**src/rtl/softmax_argmax_reader_pkg.sv**
```systemverilog
// Shared definitions for the softmax argmax reader.
//
// The global sizing macros describe the output layer of the network:
//   SOFTMAX_NODES           - number of layer-2 sums that are scanned
//   LAYER_2_OUT_BIT_WIDTH   - width of one signed layer-2 sum
//   SOFTMAX_CLASS_BIT_WIDTH - width of a class index, max(1, clog2(nodes))
//
// The package re-exports these as localparams so that parameter defaults do
// not depend on macro visibility in other files. It also holds the FSM state
// encoding of the reader.

`ifndef GLOBAL_VARIABLES_V
`define GLOBAL_VARIABLES_V
`define SOFTMAX_NODES 4
`define LAYER_2_OUT_BIT_WIDTH 6
`define SOFTMAX_CLASS_BIT_WIDTH 2
`endif

package softmax_argmax_reader_pkg;

    localparam int DEF_NODES       = `SOFTMAX_NODES;
    localparam int DEF_WIDTH       = `LAYER_2_OUT_BIT_WIDTH;
    localparam int DEF_CLASS_WIDTH = `SOFTMAX_CLASS_BIT_WIDTH;

    // IDLE waits for a vector, SCAN walks the captured copy one node per
    // cycle, HOLD presents the result until the consumer takes it.
    typedef enum logic [1:0] {
        ST_IDLE = 2'd0,
        ST_SCAN = 2'd1,
        ST_HOLD = 2'd2
    } state_e;

endpackage

```
**src/rtl/softmax_argmax_reader.sv**
```systemverilog
// softmax_argmax_reader
//
// Finds the index and value of the largest signed sum produced by the
// layer-2 multiply-accumulate store. The whole vector is copied into a
// shadow register on capture, so the producer may change sumsIn freely while
// the scan runs. One node is compared per cycle; ties keep the lower index.
//
// Ports
//   clk          - single clock, rising edge
//   clr          - synchronous active-high reset
//   sumsIn       - NODES packed two's complement sums, node i at [i*WIDTH +: WIDTH]
//   sumsValid    - sumsIn complete and stable this cycle
//   sumsReady    - high in IDLE, a capture happens when this and sumsValid are high
//   classOut     - index of the largest sum
//   maxValueOut  - value of the largest sum
//   resultValid  - high in HOLD, classOut/maxValueOut hold the new result
//   resultReady  - consumer accepts the result, returns the block to IDLE
//   busy         - high while scanning or holding a result

module softmax_argmax_reader
    import softmax_argmax_reader_pkg::*;
#(
    parameter int NODES       = DEF_NODES,
    parameter int WIDTH       = DEF_WIDTH,
    parameter int CLASS_WIDTH = DEF_CLASS_WIDTH
) (
    input  logic                     clk,
    input  logic                     clr,
    input  logic [NODES*WIDTH-1:0]   sumsIn,
    input  logic                     sumsValid,
    output logic                     sumsReady,
    output logic [CLASS_WIDTH-1:0]   classOut,
    output logic [WIDTH-1:0]         maxValueOut,
    output logic                     resultValid,
    input  logic                     resultReady,
    output logic                     busy
);

    state_e state_q, state_d;

    logic [NODES*WIDTH-1:0] shadow_q, shadow_d;
    logic [CLASS_WIDTH-1:0] scan_idx_q, scan_idx_d;
    logic [CLASS_WIDTH-1:0] best_idx_q, best_idx_d;
    logic [WIDTH-1:0]       best_val_q, best_val_d;
    logic [CLASS_WIDTH-1:0] class_q, class_d;
    logic [WIDTH-1:0]       max_q, max_d;

    logic [WIDTH-1:0]       scan_node;
    logic                   scan_last;
    logic                   scan_wins;

    // State register.
    always_ff @(posedge clk) begin
        if (clr) begin
            state_q <= ST_IDLE;
        end else begin
            state_q <= state_d;
        end
    end

    // Datapath registers; clr wipes the captured vector and the visible result.
    always_ff @(posedge clk) begin
        if (clr) begin
            shadow_q   <= '0;
            scan_idx_q <= '0;
            best_idx_q <= '0;
            best_val_q <= '0;
            class_q    <= '0;
            max_q      <= '0;
        end else begin
            shadow_q   <= shadow_d;
            scan_idx_q <= scan_idx_d;
            best_idx_q <= best_idx_d;
            best_val_q <= best_val_d;
            class_q    <= class_d;
            max_q      <= max_d;
        end
    end

    // Node under evaluation and the signed comparator. Strictly greater is
    // required to replace the running best, which keeps the lower index on ties.
    always_comb begin
        scan_node = shadow_q[int'(scan_idx_q)*WIDTH +: WIDTH];
        scan_last = (int'(scan_idx_q) == NODES - 1);
        scan_wins = ($signed(scan_node) > $signed(best_val_q));
    end

    // Next-state logic.
    always_comb begin
        state_d = state_q;
        case (state_q)
            ST_IDLE: begin
                if (sumsValid) begin
                    state_d = (NODES == 1) ? ST_HOLD : ST_SCAN;
                end
            end
            ST_SCAN: begin
                if (scan_last) begin
                    state_d = ST_HOLD;
                end
            end
            ST_HOLD: begin
                if (resultReady) begin
                    state_d = ST_IDLE;
                end
            end
            default: state_d = ST_IDLE;
        endcase
    end

    // Datapath next values. The running best lives in best_*; the visible
    // result registers are only written when the scan finishes, so the
    // previous result stays on the outputs through IDLE and a new capture.
    always_comb begin
        shadow_d   = shadow_q;
        scan_idx_d = scan_idx_q;
        best_idx_d = best_idx_q;
        best_val_d = best_val_q;
        class_d    = class_q;
        max_d      = max_q;
        case (state_q)
            ST_IDLE: begin
                if (sumsValid) begin
                    shadow_d   = sumsIn;
                    best_idx_d = '0;
                    best_val_d = sumsIn[WIDTH-1:0];
                    if (NODES == 1) begin
                        scan_idx_d = '0;
                        class_d    = '0;
                        max_d      = sumsIn[WIDTH-1:0];
                    end else begin
                        scan_idx_d = CLASS_WIDTH'(1);
                    end
                end
            end
            ST_SCAN: begin
                if (scan_wins) begin
                    best_idx_d = scan_idx_q;
                    best_val_d = scan_node;
                end
                if (scan_last) begin
                    class_d = scan_wins ? scan_idx_q : best_idx_q;
                    max_d   = scan_wins ? scan_node  : best_val_q;
                end else begin
                    scan_idx_d = scan_idx_q + 1'b1;
                end
            end
            default: begin
            end
        endcase
    end

    // Outputs are decoded from the registered state only.
    always_comb begin
        sumsReady   = (state_q == ST_IDLE);
        resultValid = (state_q == ST_HOLD);
        busy        = (state_q == ST_SCAN) || (state_q == ST_HOLD);
        classOut    = class_q;
        maxValueOut = max_q;
    end

endmodule

```
**config.mk**
```make
export PLATFORM = sky130hd
export DESIGN_NAME = softmax_argmax_reader
export DESIGN_NICKNAME = d
export VERILOG_FILES = /design/src/rtl/softmax_argmax_reader_pkg.sv /design/src/rtl/softmax_argmax_reader.sv
export SDC_FILE = /design/constraint.sdc
export NUM_CORES = 1
export LEC_CHECK = 0
export BUFFER_PORTS_ARGS = -buffer_cell sky130_fd_sc_hd__buf_2
export CAP_MARGIN = 10
export CORE_MARGIN = 2
export CORE_UTILIZATION = 50
export CTS_BUF_LIST = sky130_fd_sc_hd__clkbuf_4 sky130_fd_sc_hd__clkbuf_8 sky130_fd_sc_hd__clkbuf_16
export CTS_CLUSTER_DIAMETER = 80
export DETAILED_ROUTE_END_ITERATION = 8
export GPL_ROUTABILITY_DRIVEN = 0
export PLACE_DENSITY = 0.72
export SKIP_CTS_REPAIR_TIMING = 1
export SLEW_MARGIN = 20
export SYNTH_ARGS = -nofsm -noshare
export SYNTH_HDL_FRONTEND = slang
export SYNTH_SLANG_ARGS = --single-unit
```
**constraint.sdc**
```tcl
create_clock -name clk -period 6.5 [get_ports clk]
set_clock_uncertainty 0.2 [all_clocks]
set_input_delay 0.325 -clock clk [delete_from_list [all_inputs] [get_ports clk]]
set_output_delay 0.325 -clock clk [all_outputs]
set_load 0.02 [all_outputs]
```
After elaboration in Yosys (flattened, before gate mapping)

Cells that the tools add are included.

Register bits: 44
Bits in latches: 0
Memory bits (writable): 0
Memory bits (read-only): 0
Output and inout port bits: 11
Logic and storage cells: 38
Memories kept: 0

Add/sub/neg operators: 1
Multiply operators: 1
Divide/modulo/power cells: 0
$lt $le $gt $ge: 1
Equal/unequal tests: 7
Shift operators: 1
Mux-type cells: 12
Bitwise gates (word level): 0
Reductions and logical operators: 8

Operators with widths:

| kind                | number |
|---|---|
| $shiftx 24x6->6     | 1 |
| $mux 2              | 6 |
| $mux 6              | 2 |
| $pmux 6 s2          | 1 |
| $pmux 2 s2          | 2 |
| $gt 6x6->1          | 1 |
| $ne 2x2->1 const B  | 3 |
| $pmux 2 s3          | 1 |
| $reduce_and 2->1    | 3 |
| $reduce_and 3->1    | 2 |
| $eq 2x1->1 const B  | 2 |
| $mul 2x2->4 const B | 1 |
| $add 2x1->2 const B | 1 |
| $eq 2x2->1 const B  | 1 |
| $logic_not 2->1     | 1 |
| $ne 2x1->1 const B  | 1 |
| $reduce_bool 2->1   | 1 |
| $logic_or 1x1->1    | 1 |

Depth between registers and ports, before layout

Depth in word-level cells: 5
Depth in mapped cells: 10
Depth with buffers taken out: 8

Least setup slack after synthesis

OpenSTA, ideal clock, no wires.

Path type: register -> register
Start point: reg scan_idx_q[0]
End point: reg best_idx_q[1]
Setup time: 0.122 ns
Data arrival time: 2.628 ns
Required time: 6.178 ns
Setup slack: 3.550 ns
Stages on the path, launching flop included: 9
Period minus slack after synthesis: 2.950 ns
Path through: dfxtp_1 -> buf_2 -> mux4_2 -> ha_1 -> a21oi_1 -> or3b_4 -> a31oi_4 -> o22ai_1 -> a311o_1

Word-level cells in the longest chain between the ends: 5

RTL lines:

| element                  | line                        | RTL |
|---|---|---|
| start: declaration       | softmax_argmax_reader.sv:42 | `logic [CLASS_WIDTH-1:0] scan_idx_q, scan_idx_d;` |
| start signal: assignment | softmax_argmax_reader.sv:72 | `scan_idx_q <= scan_idx_d;` |
| $mul 2x2->4              | softmax_argmax_reader.sv:83 | `scan_node = shadow_q[int'(scan_idx_q)*WIDTH +: WIDTH];` |
| $shiftx 24x6->6          | softmax_argmax_reader.sv:83 |  |
| $gt 6x6->1               | softmax_argmax_reader.sv:85 | `scan_wins = ($signed(scan_node) > $signed(best_val_q));` |
| $mux 2                   | n/a                         |  |
| $pmux 2 s2               | n/a                         |  |
| end signal: assignment   | softmax_argmax_reader.sv:73 | `best_idx_q <= best_idx_d;` |
| end: declaration         | softmax_argmax_reader.sv:43 | `logic [CLASS_WIDTH-1:0] best_idx_q, best_idx_d;` |

No other way between the ends.
A chain may end at the register's enable or synchronous reset.

Worst setup path in the final report

Same ends and word-level chain as after synthesis.

==> flow_results.org <==
** STA
- Final clock period utilization by the worst path :: 52.8%
- Setup repair after global routing left no endpoint under its margin.
- The max-slew violation count was 0.
- Slew at the pin closest to its max-slew limit :: 823 ps
- The worst path meets setup with 3070 ps of slack.
- The clock period could shrink to 3430 ps.
- Headroom to the max-slew limit came out at 45.1%.
- Maximum clock frequency :: 0.291 GHz
- Count of endpoints failing hold in the final timing report :: 0
- Setup violations remaining at the end of the flow were counted as 0.
- Setup total negative slack on the finished layout was measured at 0 ps.

** Routing
- Number of vias per cell :: 5.77
- The routed design has 5270 um of wire.
- Number of iterations in the first detailed-routing pass :: 4
- The detail route stage leaves a number of antenna-violating nets equal to 0.
- For this run, design rule violations remaining after detail routing come to 0.
- Wire length per cell after detailed routing :: 14.5 um
- The first routing iteration left 162 violations.
- The routed layout has 2,100 vias.

** Worst hold path
- Worst hold stages :: 3
- Min-delay worst type :: input pin to flop
- For hold timing, the worst endpoint is shadow_q[21].
- In this run the most critical hold path is launched from sumsIn[21].

** Setup path
- The worst register-to-register path begins at scan_idx_q[0].
- In this run the worst path has a maximum fanout of 14.
- Critical Path RT :: 6490 ps
- The worst setup path is captured at a flop.
- Worst R2R Setup Slack :: 3070 ps
- STA puts the critical path data arrival time at 3420 ps.
- Endpoint of the most critical register-to-register path :: best_idx_q[1]
- Cells on worst reg2reg path :: 7
- STA classifies the critical path startpoint as a flop.
- Launch point of the worst path :: scan_idx_q[0]
- The critical path is of the flop to flop type.

** Layout
- Number of nets at the end of the flow :: 349
- In the final layout, the share of cells above drive strength 1 is 17.9%.
- For this run, the number of standard cells in the final layout without fillers is 364.
- Number of filler instances in the final layout :: 421
- Compared with the post-synthesis result, the final layout area differs by 13.1%.
- 0 antenna diodes ended up in the layout.
- Most frequent standard cell in the layout excluding fill and tap cells :: sky130_fd_sc_hd__nand2_1
- In the layout the commonest cells are sky130_fd_sc_hd__nand2_1, sky130_fd_sc_hd__dfxtp_1, sky130_fd_sc_hd__buf_2, sky130_fd_sc_hd__a21oi_1, sky130_fd_sc_hd__o21ai_0.

** CTS
- Clock tree from TritonCTS :: built
- CTS buffer count :: 5
- Later-pin clock latency in the skew report :: 300 ps
- The tree is rooted in a sky130_fd_sc_hd__clkbuf_8.
- Number of H-tree levels :: 2
- Clock-pin slew of the registers on the worst-case setup and hold paths :: 80 ps
- Clock Sink Count :: 44
- CTS Buffer Depth :: 2

** Logic synthesis
- Avg Cell Area, Syn :: 8.07 sq um
- In the post-synthesis netlist, the biggest area contributors are sky130_fd_sc_hd__dfxtp_1, sky130_fd_sc_hd__nand2_1, sky130_fd_sc_hd__a21oi_1.
- The Yosys step of the flow raised 0 warnings.
- Synthesized-area fraction occupied by ao, oa, aoi and oai cells :: 23.4%
- Nets in the synthesized netlist :: 322
- Area of the mapped netlist :: 2290 sq um
- The synthesized netlist devotes 0% of its cell area to XOR and XNOR gates.
- In this run the biggest area consumer among cell types represents 38.4% of the synthesized area.
- Post-synthesis share of cell area spent on full adders, half adders and majority gates :: 5.46%
- The synthesized netlist contains 38 unique library cells.
- The synthesized netlist devotes 19.8% of its cell area to simple gates.
- After synthesis, flip-flops and latches occupy 38.4% of the total area.
- Of all cell types, the one taking the most synthesized area is sky130_fd_sc_hd__dfxtp_1.
- Largest family of logic cells by synthesized area :: compound AO/OA/AOI/OAI gates
- Synthesis inferred 44 register bits.
- The portion of synthesized area spent on multiplexers is 7.64%.
- Counting every instance in the synthesized netlist gives 284.

** GRT
- The number of global-route vias before repair came to 1,977.
- The first global-routing pass estimated 9030 um of wire.
- Entering global routing, the biggest net connects 38 pins.
- The number of antenna violations at the first check in global routing is 0.
- Global routing used 22.2% of the available tracks across all layers.
- The total overflow left after global routing is 0.

** Floorplanning
- The die is 71.7 um wide.
- 39 I/O pins were placed.
- The floorplan step defined a die boundary enclosing 5140 sq um.
- Site row count :: 24
- Initial core utilization :: 52.3%
- Core Region :: 4380 sq um
- In this run the vertical extent of the chip is 71.7 um.

** Power
- Dividing total power by cell area gives a power density of 466 nW/um^2.
- VDD sags by at most 187 uV.
- The analysis attributes to cell leakage a power of 1.01 nW.

** Status
- Status :: finished, final reports clean

** Placed design
- Port buffering added 38 buffers.
- Cells after DPL :: 356
- Placement Setup Slack :: 3100 ps
- Detailed Place HPWL :: 3770 um

** Job
- Reported max-cap violation count :: 0
## report_power, final
group / internal (mW) / switching [mW] / total [mW]
logic: 0.222 / 0.397 / 0.619
clock network: 0.126 / 0.0937 / 0.219
registers: 0.320 / 0.0505 / 0.370
## flip-flops by register name (all words and copies together) (netlist names)
signal       flops
classOut         2
state_q          2
scan_idx_q       2
best_val_q       6
shadow_q        24
best_idx_q       2
maxValueOut      6
## worst max-delay path, cell delays in order (launching register included)
cell	delay, ps
sky130_fd_sc_hd__dfxtp_1	730
sky130_fd_sc_hd__mux4_2	610
sky130_fd_sc_hd__ha_1	380
sky130_fd_sc_hd__and4_1	250
sky130_fd_sc_hd__o21ai_1	180
sky130_fd_sc_hd__a31oi_4	460
sky130_fd_sc_hd__o22ai_1	150
sky130_fd_sc_hd__a311o_1	360
## area by class of cell
class | instances | area, sq um | share of cell area, %
tap | 52 | 65.1 | 2.51
multi-input combinational | 210 | 1290 | 49.8
timing repair buffer | 38 | 190 | 7.34
clock buffer | 6 | 82.6 | 3.19
sequential | 44 | 881 | 34.0
inverter | 12 | 45.0 | 1.74
clock inverter | 2 | 38.8 | 1.50
## metal layers
metal	vias to the layer above	GRT usage (%)	share of wire, %
met3	10	4.64	4.9
met2	53	35.5	46
met1	977	29.7	47
met5	-	0	0
met4	0	8.18	2.0
li1	1060	-	-
## how the worst max path moves through the flow
stage	to	slack [ps]	cells past startpoint
CTS	best_idx_q[1]	3070	7
global placement	best_idx_q[1]	3160	7
global route	best_idx_q[1]	2850	7
floorplan	best_idx_q[1]	3550	8
detailed placement	best_idx_q[1]	3100	7
finish	best_idx_q[1]	3070	7
## cell usage after synthesis
master,number
sky130_fd_sc_hd__a31oi_4,1
sky130_fd_sc_hd__a211oi_1,1
sky130_fd_sc_hd__mux2i_1,4
sky130_fd_sc_hd__nor3_1,1
sky130_fd_sc_hd__o311ai_1,2
sky130_fd_sc_hd__mux4_2,6
sky130_fd_sc_hd__o2bb2ai_1,1
sky130_fd_sc_hd__o22ai_1,3
sky130_fd_sc_hd__and4_1,1
sky130_fd_sc_hd__nand3_1,10
sky130_fd_sc_hd__a311o_1,2
sky130_fd_sc_hd__clkbuf_1,13
sky130_fd_sc_hd__nand4_1,1
sky130_fd_sc_hd__a32oi_1,5
sky130_fd_sc_hd__a21oi_1,36
sky130_fd_sc_hd__buf_2,4
sky130_fd_sc_hd__nor2b_2,1
sky130_fd_sc_hd__o21ai_1,1
sky130_fd_sc_hd__o211ai_1,1
sky130_fd_sc_hd__nor3b_1,1
sky130_fd_sc_hd__nor2b_1,4
sky130_fd_sc_hd__o31ai_4,1
sky130_fd_sc_hd__o21ai_0,17
sky130_fd_sc_hd__a21o_1,1
sky130_fd_sc_hd__ha_1,10
sky130_fd_sc_hd__nor4b_1,1
sky130_fd_sc_hd__and2_1,3
sky130_fd_sc_hd__nand2_1,72
sky130_fd_sc_hd__dfxtp_1,44
sky130_fd_sc_hd__buf_4,1
sky130_fd_sc_hd__a31oi_1,8
sky130_fd_sc_hd__a311oi_1,3
sky130_fd_sc_hd__o21a_1,1
sky130_fd_sc_hd__clkinv_1,1
sky130_fd_sc_hd__inv_1,11
sky130_fd_sc_hd__a22oi_1,1
sky130_fd_sc_hd__or3b_4,1
sky130_fd_sc_hd__nor2_1,9
## kinds of logic (layout without fill, tap and decap cells)
logic type / count (synthesis) / count (layout)
fa+ha+maj: 10 / 10
buf+inv: 30 / 58
mux: 10 / 10
compound gates: 85 / 85
flops: 44 / 44
simple gates: 105 / 105
## stage by stage
| step | hold WS, ps | power [mW] | instance area [sq um] | util (%) |
|---|---|---|---|---|
| after floorplan | 233 | 0.879 | 2290 | - |
| after global placement | 241 | 0.976 | 2470 | 56.4 |
| after detailed placement | 243 | 0.988 | 2470 | 56.4 |
| after CTS | 50.9 | 1.21 | 2590 | 59.1 |
| after global routing | 65.6 | 1.30 | 2590 | 59.1 |
| final | 52.4 | 1.21 | 2590 | 59.1 |
Power figures use the tool's default switching activity.
